[config.mk]
export PLATFORM = sky130hd
export DESIGN_NAME = vga_timing_gen
export DESIGN_NICKNAME = d
export VERILOG_FILES = /design/src/rtl/vga_pkg.sv /design/src/rtl/vga_delay_line.sv /design/src/rtl/vga_timing_gen.sv
export SDC_FILE = /design/constraint.sdc
export NUM_CORES = 1
export LEC_CHECK = 0
export CORE_UTILIZATION = 38
export CTS_CLUSTER_DIAMETER = 150
export CTS_CLUSTER_SIZE = 12
export DETAILED_ROUTE_END_ITERATION = 6
export PLACE_DENSITY_LB_ADDON = 0.1
export SLEW_MARGIN = 20
export SYNTH_ARGS = -nofsm -noshare
export SYNTH_HDL_FRONTEND = slang
export SYNTH_HIERARCHICAL = 1
export SYNTH_SLANG_ARGS = --single-unit
[constraint.sdc]
create_clock -name clk -period 5.6 [get_ports clk]
set_clock_uncertainty 0.05 [all_clocks]
set_input_delay 1.12 -clock clk [delete_from_list [all_inputs] [get_ports clk]]
set_output_delay 1.12 -clock clk [all_outputs]
set_load 0.02 [all_outputs]
[src/rtl/vga_pkg.sv]
// Shared VGA timing definitions: default 640x480@60 timing constants,
// line/frame total helpers, cell-coordinate width helper and the 3-bit
// sync/data-enable bundle carried through the output delay line.
package vga_pkg;

    localparam int unsigned H_ACTIVE_DEF    = 640;
    localparam int unsigned H_FP_DEF        = 16;
    localparam int unsigned H_SYNC_DEF      = 96;
    localparam int unsigned H_BP_DEF        = 48;
    localparam int unsigned V_ACTIVE_DEF    = 480;
    localparam int unsigned V_FP_DEF        = 10;
    localparam int unsigned V_SYNC_DEF      = 2;
    localparam int unsigned V_BP_DEF        = 33;
    localparam int unsigned SCALE_SHIFT_DEF = 4;
    localparam int unsigned CW_DEF          = 12;

    // Video bundle that must stay aligned through the pixel pipeline.
    typedef struct packed {
        logic de;
        logic hsync;
        logic vsync;
    } sync_bus_t;

    function automatic int unsigned h_total(input int unsigned active,
                                            input int unsigned fp,
                                            input int unsigned sync,
                                            input int unsigned bp);
        return active + fp + sync + bp;
    endfunction

    function automatic int unsigned v_total(input int unsigned active,
                                            input int unsigned fp,
                                            input int unsigned sync,
                                            input int unsigned bp);
        return active + fp + sync + bp;
    endfunction

    function automatic int unsigned cell_width(input int unsigned cw,
                                               input int unsigned shift);
        return cw - shift;
    endfunction

endpackage

[src/rtl/vga_delay_line.sv]
// Enable-qualified shift register for the de/hsync/vsync bundle.
// Ports: clk, rst (sync, active-low; loads CLR_VAL into every stage),
//        en (advance), din (undelayed bundle), dout (bundle DEPTH enables late).
// DEPTH=0 makes the block a plain wire.
module vga_delay_line
    import vga_pkg::*;
#(
    parameter int unsigned DEPTH   = 0,
    parameter sync_bus_t   CLR_VAL = '0
) (
    input  logic      clk,
    input  logic      rst,
    input  logic      en,
    input  sync_bus_t din,
    output sync_bus_t dout
);

    generate
        if (DEPTH == 0) begin : g_bypass
            logic unused_ctrl;
            assign unused_ctrl = ^{clk, rst, en};
            assign dout        = din;
        end else begin : g_pipe
            sync_bus_t stages [DEPTH];

            // Stage 0 takes the new sample; later stages shift on enable.
            always_ff @(posedge clk) begin
                if (!rst) begin
                    for (int unsigned i = 0; i < DEPTH; i++) begin
                        stages[i] <= CLR_VAL;
                    end
                end else if (en) begin
                    stages[0] <= din;
                    for (int unsigned i = 1; i < DEPTH; i++) begin
                        stages[i] <= stages[i-1];
                    end
                end
            end

            assign dout = stages[DEPTH-1];
        end
    endgenerate

endmodule

[src/rtl/vga_timing_gen.sv]
// Parametrised VGA raster timing generator.
// Ports: clk, rst (sync, active-low), pix_en (pixel clock-enable);
//        x/y raster counters, x_cell/y_cell scaled coordinates,
//        de/hsync/vsync delayed by PIPE_DLY enabled cycles,
//        line_start/frame_start undelayed level strobes, frame_cnt.
// Build option: define VGA_TIMING_FRAME_CNT_EN to count completed frames;
// otherwise frame_cnt is tied to zero and no counter is built.
module vga_timing_gen
    import vga_pkg::*;
#(
    parameter int unsigned H_ACTIVE    = H_ACTIVE_DEF,
    parameter int unsigned H_FP        = H_FP_DEF,
    parameter int unsigned H_SYNC      = H_SYNC_DEF,
    parameter int unsigned H_BP        = H_BP_DEF,
    parameter int unsigned V_ACTIVE    = V_ACTIVE_DEF,
    parameter int unsigned V_FP        = V_FP_DEF,
    parameter int unsigned V_SYNC      = V_SYNC_DEF,
    parameter int unsigned V_BP        = V_BP_DEF,
    parameter logic        HS_POL      = 1'b0,
    parameter logic        VS_POL      = 1'b0,
    parameter int unsigned SCALE_SHIFT = SCALE_SHIFT_DEF,
    parameter int unsigned PIPE_DLY    = 0,
    parameter int unsigned CW          = CW_DEF
) (
    input  logic                                      clk,
    input  logic                                      rst,
    input  logic                                      pix_en,
    output logic [CW-1:0]                             x,
    output logic [CW-1:0]                             y,
    output logic [cell_width(CW, SCALE_SHIFT)-1:0]    x_cell,
    output logic [cell_width(CW, SCALE_SHIFT)-1:0]    y_cell,
    output logic                                      de,
    output logic                                      hsync,
    output logic                                      vsync,
    output logic                                      line_start,
    output logic                                      frame_start,
    output logic [15:0]                               frame_cnt
);

    localparam int unsigned H_TOTAL = h_total(H_ACTIVE, H_FP, H_SYNC, H_BP);
    localparam int unsigned V_TOTAL = v_total(V_ACTIVE, V_FP, V_SYNC, V_BP);

    localparam logic [CW-1:0] H_LAST    = CW'(H_TOTAL - 1);
    localparam logic [CW-1:0] V_LAST    = CW'(V_TOTAL - 1);
    localparam logic [CW-1:0] H_DE_END  = CW'(H_ACTIVE);
    localparam logic [CW-1:0] V_DE_END  = CW'(V_ACTIVE);
    localparam logic [CW-1:0] H_SY_BEG  = CW'(H_ACTIVE + H_FP);
    localparam logic [CW-1:0] H_SY_END  = CW'(H_ACTIVE + H_FP + H_SYNC);
    localparam logic [CW-1:0] V_SY_BEG  = CW'(V_ACTIVE + V_FP);
    localparam logic [CW-1:0] V_SY_END  = CW'(V_ACTIVE + V_FP + V_SYNC);

    // Idle bundle: blanked video with both syncs at their inactive level.
    localparam sync_bus_t IDLE = '{de: 1'b0, hsync: ~HS_POL, vsync: ~VS_POL};

    logic [CW-1:0] h;
    logic [CW-1:0] v;
    logic          last_h;
    logic          last_v;
    sync_bus_t     raw;
    sync_bus_t     dly;

    assign last_h = (h == H_LAST);
    assign last_v = (v == V_LAST);

    // Raster counters: h wraps at end of line and carries into v.
    always_ff @(posedge clk) begin
        if (!rst) begin
            h <= '0;
            v <= '0;
        end else if (pix_en) begin
            if (last_h) begin
                h <= '0;
                v <= last_v ? '0 : v + CW'(1);
            end else begin
                h <= h + CW'(1);
            end
        end
    end

    // Undelayed decode of the current raster position.
    always_comb begin
        raw       = IDLE;
        raw.de    = (h < H_DE_END) && (v < V_DE_END);
        raw.hsync = ((h >= H_SY_BEG) && (h < H_SY_END)) ? HS_POL : ~HS_POL;
        raw.vsync = ((v >= V_SY_BEG) && (v < V_SY_END)) ? VS_POL : ~VS_POL;
    end

    vga_delay_line #(
        .DEPTH   (PIPE_DLY),
        .CLR_VAL (IDLE)
    ) u_dly (
        .clk  (clk),
        .rst  (rst),
        .en   (pix_en),
        .din  (raw),
        .dout (dly)
    );

    assign x           = h;
    assign y           = v;
    assign x_cell      = h[CW-1:SCALE_SHIFT];
    assign y_cell      = v[CW-1:SCALE_SHIFT];
    assign de          = dly.de;
    assign hsync       = dly.hsync;
    assign vsync       = dly.vsync;
    assign line_start  = (h == '0);
    assign frame_start = (h == '0) && (v == '0);

`ifdef VGA_TIMING_FRAME_CNT_EN
    logic [15:0] frames;

    // Counts enabled wraps from the last pixel of the frame back to (0,0).
    always_ff @(posedge clk) begin
        if (!rst) begin
            frames <= '0;
        end else if (pix_en && last_h && last_v) begin
            frames <= frames + 16'd1;
        end
    end

    assign frame_cnt = frames;
`else
    assign frame_cnt = '0;
`endif

endmodule

# Word level (Yosys, flattened, before mapping)
# Index checks and enable logic that the tools add are counted.
[word_totals]
output_inout_bits = 61
input_bits = 3
ff_bits = 24
wordCells = 23
[classes]
n_eq_ne = 2
reduce_logical = 7
n_lt_le_gt_ge = 6
addsub = 2
mux = 4
[op_table]
columns = ["operator", "n"]
rows = [
  ["adder 12 x 1 -> 12 bit, second input constant", 2],
  ["equality test 12 x 10 -> 1 bit, second input constant", 2],
  ["logical NOT 12 bit", 2],
  ["less-than comparator 12 x 10 -> 1 bit, second input constant", 2],
  ["less-than comparator 12 x 9 -> 1 bit, second input constant", 2],
  ["two-way mux 12 bit", 2],
  [">= comparator 12 x 10 -> 1 bit, second input constant", 1],
  [">= comparator 12 x 9 -> 1 bit, second input constant", 1],
  ["logical AND 1 bit", 4],
  ["two-way mux 1 bit", 2],
  ["AND reduction 2 bit", 1],
]

# Longest topological paths before layout
# Gate-level depths: netlist (run 1).
[logic_depth]
ltp_word = 3
ltp_mapped = 6

# Hierarchy
# Netlist (run 1), hierarchy kept.
[modules_own_cells]
columns = ["module", "cells_each", "area_each_um2", "instances"]
rows = [
  ["vga_timing_gen", 193, 1565.3, 1],
  ["vga_delay_line", 3, 22.5, 1],
]

# Least setup slack after synthesis (run 1)
# No wires, ideal clock.
[synth_timing]
path_type = "register to output"
startpoint = "register h[5] (netlist: x[5])"
endpoint = "output frame_start"
path_stages_with_launch = 6
arrival_time_ns = 2.008
path_slack_ns = 2.422
required_ns = 4.430
path_cell_list = "dfxtp_1 -> buf_6 -> or4_4 -> nor2_1 -> and4b_1 -> nor3b_1"
[synth_between]
elab_chain_len = 2
[synth_rtl]
columns = ["element", "line", "rtl"]
rows = [
  ["start: declaration", "vga_timing_gen.sv:55", "logic [CW-1:0] h;"],
  ["start signal: assignment", "vga_timing_gen.sv:75", "h <= h + CW'(1);"],
  ["logical NOT 12 bit", "n/a", ""],
  ["named net line_start", "vga_timing_gen.sv:35", "output logic line_start,"],
  ["logical AND 1 bit", "vga_timing_gen.sv:107", "assign frame_start = (h == '0) && (v == '0);"],
  ["end: declaration", "vga_timing_gen.sv:36", "output logic frame_start,"],
]
# The timed path passes the listed nets, and every way through them passes these cells.

# Worst setup path in the final report (run 1)
[layout_timing]
startpoint = "register h[5] (netlist: x[5])"
endpoint = "output frame_start"
[layout_between]
elab_chain_len = 2
[layout_rtl]
columns = ["element", "line"]
rows = [
  ["logical NOT 12 bit", "vga_timing_gen.sv:107"],
  ["logical AND 1 bit", "vga_timing_gen.sv:107"],
]
# Every way passes these cells.

==> qor.csv, run 1 <==
metric;value;unit
num_rows;23;
htreeDepth;1;
gr-usage-met1;21.1;%
synthToLayoutAreaGrowth;22.7;%
start_util;39.7;%
num_io_pins;64;
synth-seq-cells;24;
critPathRequiredTime;4430;ps
period_share;64.8;%
cts_setup_buffers;0;
slowest_delay;630;ps
ir_worst_vdd;0.0915;mV
met3_usage;2.23;%
dr.pass1.iters;4;
p_per_area;186;nW/um^2
placed_area;1880;um^2
rsz0062_at_grt;false;
yosysSeqAreaShare;30.3;%
final_layout_size_suffix_gt1_share;4.11;%
top_usage_layer;met2;
endpoint_kind;output pin;
grt_use_total;17.2;%
path_class;reg -> out;
routed_wirelength;3710;um
worst-path-buf-inv;1;
yosys_warnings;6;
wire_per_inst;13.8;um
cts_max_path_buffers;2;
cp.arrival;2460;ps
viasPerCell;5.26;
cp_slowest_cell;clkdlybuf4s50_1;
drt_iter0_markers;91;
grt_pass1_vias;1275;
antenna_found_initial;0;
ctsResizeCount;0;
core_area;4000;um^2
drc;0;
worst_pin_slew;735;ps
finalNetCount;227;
post-route-util;48.7;%
drv_cap;0;
clk_latency;270;ps
syn_inst;196;
fmaxAchievable;276;MHz
synth.cell_area;1590;um^2
p_int;0.000280;W
fin_tns_setup;0;ps
slew_viol_final;0;
hold_viol;0;
final_area;1950;um^2
path_delay_family;simple AND/OR/NAND/NOR gates;
synth_area_per_cell;8.10;um^2
p_leak;0.661;nW
cts_tree;done;
slew_headroom;50.7;%
antenna_left;0;
grt_overflow_total;0;
dieHeight;66.6;um
path_clk_slew;90;ps
grt_pass1_wl;5880;um
status;completed;
fin_crit;3630;ps
cts-buffers-inserted;3;
crit_fanout;10;
crit_chain;or4_4 -> nor2_1 -> and4b_1 -> nor3b_1 -> clkdlybuf4s50_1;
die_w;66.6;um
vias;1414;
antenna_cells;0;
die_area;4440;um^2
ys_types;36;
portBuffers;47;
swShare;22.9;%
gp_congestion;0.802;
pwr-share-comb;9.6;%
grt_max_degree;20;
power.switching;0.0000830;W
hpwl;2740;um
cts_hold_buf;0;
cts.sinks;24;
hold_class;reg -> reg;
seq_power_share;48.1;%
clkPwrFrac;42.3;%
grt_use_met2;31.2;%
critPathLaunchType;register;
finalSetupViolations;0;
root_buffer;clkbuf_8;
[cell families (layout without fill, tap and decap cells)]
group	Yosys count	in the layout	synth area share (%)
xor gates and xnor gates	11	11	6.07
muxes	1	1	0.630
DFF	24	24	30.3
other	1	16	0.236
adders and majority gates	4	4	3.15
AOI/OAI and AO/OA	25	25	9.22
buffers and inverters	49	57	20.3
and+or+nand+nor	81	81	30.1
[final cells by class]
| type | instances | area, um^2 |
|---|---|---|
| Multi-Input combinational cell | 138 | 841 |
| Tap cell | 50 | 62.6 |
| Fill cell | 395 | 2050 |
| Inverter | 6 | 22.5 |
| Timing Repair Buffer | 47 | 470 |
| Clock buffer | 3 | 41.3 |
| Clock inverter | 1 | 30.0 |
| Sequential cell | 24 | 480 |
[per-stage QoR]
stage               hold slack (ps)  std cells  worst slack (ps)  total power, W
finish                          473        269              1970        0.000363
global route                    507        269              1770        0.000373
CTS                             476        269              1970        0.000365
detailed placement              463        265              1970        0.000213
global placement                468        265              2100        0.000213
floorplan                       521        211              2420        0.000209
[flip-flops by register name, indices dropped and copies added, names as in the netlist]
name,cells
x,12
y,12
[cells in the final DEF (no fill, tap or decap), types with 5 or more instances in the layout]
master,count
nor2_1,14
nand2_1,10
xnor2_1,6
conb_1,16
a21oi_1,10
o21ai_0,6
nand3_1,10
nand4_1,9
o31ai_1,5
or4_1,5
inv_1,6
dfxtp_1,24
xor2_1,5
clkdlybuf4s50_1,47
[layer usage]
metal | part of all wire, % | up-vias
li1 | - | 691
met1 | 43 | 658
met2 | 51 | 59
met3 | 5.1 | 6
met4 | 1.1 | 0
met5 | 0 | -
[worst reg2reg max path, cell delays in order, from the launching register on]
cell and delay (ps):
dfxtp_1 430, ha_1 230, and4_1 260, nand4_1 570
o21ai_1 830, a21oi_1 100
[synth_stat cells]
| cell | count | share of area [%] |
|---|---|---|
| buf_4 | 35 | 17 |
| dfxtp_1 | 24 | 30 |
| nor2_1 | 14 | 3.3 |
| a21oi_1 | 10 | 3.2 |
| nand2_1 | 10 | 2.4 |
| nand3_1 | 10 | 3.2 |
| nand4_1 | 9 | 3.5 |
| clkbuf_1 | 7 | 1.7 |
| inv_1 | 6 | 1.4 |
| o21ai_0 | 6 | 1.9 |
| xnor2_1 | 6 | 3.3 |
| o31ai_1 | 5 | 2.4 |
| or4_1 | 5 | 2.4 |
| xor2_1 | 5 | 2.8 |
| and2_1 | 4 | 1.6 |
| and4_1 | 4 | 2.2 |
| ha_1 | 4 | 3.2 |
| nor4_1 | 4 | 1.6 |
| or3_1 | 4 | 1.6 |
| and3_1 | 3 | 1.2 |
| nor3_1 | 3 | 0.95 |
| a21boi_0 | 2 | 0.95 |
| nor3b_1 | 2 | 0.95 |
| or4_4 | 2 | 1.4 |
| a211o_1 | 1 | 0.55 |
| and2_2 | 1 | 0.47 |
| and4_2 | 1 | 0.63 |
| and4b_1 | 1 | 0.63 |
| and4bb_2 | 1 | 0.79 |
| buf_6 | 1 | 0.71 |
| conb_1 | 1 | 0.24 |
| mux2i_1 | 1 | 0.63 |
| nand3b_1 | 1 | 0.47 |
| nand4b_1 | 1 | 0.55 |
| nor2b_1 | 1 | 0.39 |
| o21ai_1 | 1 | 0.31 |
[final timing paths]
| path | to | slack (ps) | cells past startpoint | from |
|---|---|---|---|---|
| worst max-delay path | frame_start | 1970 | 5 | x[5] |
| worst min-delay path | y[0] | 470 | 2 | y[0] |
| worst max register to register | y[10] | 2990 | 5 | x[0] |
| worst min register to register | y[0] | 470 | 2 | y[0] |
[power groups by stage]
stage / combinational, W / sequential [W] / clock, W
2_1_floorplan: 0.0000288 / 0.000180 / 0
3_3_place_gp: 0.0000345 / 0.000178 / 0
3_5_place_dp: 0.0000350 / 0.000178 / 0
4_1_cts: 0.0000350 / 0.000174 / 0.000156
5_1_grt: 0.0000375 / 0.000175 / 0.000161
6_report: 0.0000349 / 0.000174 / 0.000153
Note: power is estimated with default switching activity, not from simulation.
==> run 2, diff against run 1 <==
clock period = 3.4 ns   (was 5.6 ns; I/O delays follow)
==> run 2 against run 1 <==
Net effect:
- final area is 0.39% lower
- setup slack got worse by 1700 ps
- combinational power is 68% higher
- die area is the same
- critical path type unchanged
- first-iteration DRC count down 38%
==> qor.csv, run 2 (same netlist as run 1, synthesis figures left out) <==
metric;value;unit;change
worst-path-buf-inv;1;;unchanged
grt_pass1_vias;1242;;-2.6%
num_rows;23;;unchanged
grt_use_total;18.1;%;+0.88 points
cts_max_path_buffers;2;;unchanged
rsz0062_at_grt;false;;
period_share;91.4;%;
endpoint_kind;output pin;;
hpwl;2710;um;-0.88%
ir_worst_vdd;0.151;mV;+65%
antenna_found_initial;0;;unchanged
start_util;39.7;%;unchanged
hp-start;y[0];;
antenna_left;0;;unchanged
hold_class;reg -> reg;;
drt_iter0_markers;56;;-38%
power.switching;0.000130;W;+56%
drv_cap;0;;unchanged
htreeDepth;1;;unchanged
path_clk_slew;80;ps;about the same
die_area;4440;um^2;unchanged
critPathLaunchType;register;;
p_leak;0.661;nW;about the same
grt_max_degree;20;;unchanged
fmaxAchievable;322;MHz;
finalSetupViolations;0;;unchanged
gp_congestion;0.852;;+6.3%
timing.hold.ws;466;ps;-6.77 ps
grt_pass1_wl;6070;um;+3.3%
final_layout_size_suffix_gt1_share;4.98;%;+0.87 points
hold_viol;0;;unchanged
finalNetCount;230;;+1.3%
status;completed;;
dieHeight;66.6;um;unchanged
p_per_area;264;nW/um^2;+42%
critPathRequiredTime;2670;ps;-1760 ps
seq_power_share;55.9;%;+7.8 points
fill_cells;396;;+0.25%
ctsResizeCount;0;;unchanged
slew_viol_final;0;;unchanged
final_common_cell;clkdlybuf4s50_1;;
cts_tree;done;;
r2r_cells;4;;-1
num_io_pins;64;;unchanged
slowest_delay;630;ps;about the same
p_int;0.000383;W;+37%
power;0.000513;W;+41%
timing.rr.end;y[9];;
cts_setup_buffers;0;;unchanged
path_delay_family;simple AND/OR/NAND/NOR gates;;
cts_hold_buf;0;;unchanged
portBuffers;47;;unchanged
cp.arrival;2380;ps;-80 ps
wire_per_inst;13.6;um;-1.5%
cts-buffers-inserted;3;;unchanged
dr.pass1.iters;4;;unchanged
regToRegStartpoint;x[5];;
crit_chain;or4_4 -> nor2_1 -> and4b_1 -> nor3b_1 -> clkdlybuf4s50_1;;
path_class;reg -> out;;
placed_area;1900;um^2;+1.2%
grt_overflow_total;0;;unchanged
root_buffer;clkbuf_8;;
routed_wirelength;3680;um;-0.73%
final_area;1940;um^2;-0.39%
synthToLayoutAreaGrowth;22.2;%;
reg2reg_slack;1230;ps;-1760 ps
vias;1394;;-1.4%
hold_end;y[0];;
crit_fanout;10;;unchanged
clk_latency;260;ps;about the same
cts.sinks;24;;unchanged
viasPerCell;5.14;;-2.1%
antenna_cells;0;;unchanged
drc;0;;unchanged
clkPwrFrac;32.7;%;-9.6 points
core_area;4000;um^2;unchanged
pwr-share-comb;11.4;%;+1.8 points
fin_tns_setup;0;ps;unchanged
die_w;66.6;um;unchanged
mostFrequentLayoutCells;clkdlybuf4s50_1 (47), dfxtp_1 (24), conb_1 (16);;
fin_crit;3110;ps;
swShare;25.3;%;+2.4 points
cp_slowest_cell;clkdlybuf4s50_1;;
whs_path_depth;2;;unchanged
## run 2: power by group through the flow
| stage | combinational [W] | sequential [W] | clock [W] |
|---|---|---|---|
| detailed placement | 0.0000591 | 0.000293 | 0 |
| CTS | 0.0000591 | 0.000287 | 0.000174 |
| global placement | 0.0000583 | 0.000293 | 0 |
| finish | 0.0000586 | 0.000287 | 0.000168 |
| floorplan | 0.0000475 | 0.000296 | 0 |
| global route | 0.0000630 | 0.000287 | 0.000182 |
## run 2: worst reg2reg max path, delay by kind of cell, from the launching register on
kind             cells  cell delay, ps
AO/OA/AOI/OAI        1             150
flip-flops           1             410
AND/OR/NAND/NOR      3            1490
## run 2: stage by stage
| stage | setup WS, ps | util [%] | instances |
|---|---|---|---|
| after CTS | 277 | 48.5 | 271 |
| after global placement | 589 | 47.5 | 268 |
| after global routing | 163 | 48.5 | 271 |
| final | 292 | 48.5 | 271 |
| after floorplan | 662 | - | 211 |
| after detailed placement | 585 | 47.5 | 268 |
## run 2: final cells by class
class | count | area [um^2] | area share, %
sequential | 24 | 480 | 24.8
timing repair buffer | 50 | 493 | 25.4
tap | 50 | 62.6 | 3.22
clock buffer | 3 | 41.3 | 2.13
multi-input combinational | 138 | 841 | 43.3
inverter | 6 | 22.5 | 1.16
## run 2: metal layers
layer  part of all wire (%)  GRT usage [%]  vias to the layer above
li1                       -              -                      692
met2                     48           31.4                       57
met3                    4.9           2.91                        6
met4                    1.1           4.79                        0
met5                      0              0                        -
met1                     46           22.7                      639
## run 2: worst max-delay path by stage
| stage | from | endpoint | slack [ps] | cells after the start |
|---|---|---|---|---|
| floorplan | x[5] | frame_start | 660 | 5 |
| global placement | x[5] | frame_start | 590 | 5 |
| detailed placement | x[5] | frame_start | 580 | 5 |
| CTS | x[5] | frame_start | 280 | 5 |
| global route | x[5] | frame_start | 160 | 5 |
| finish | x[5] | frame_start | 290 | 5 |
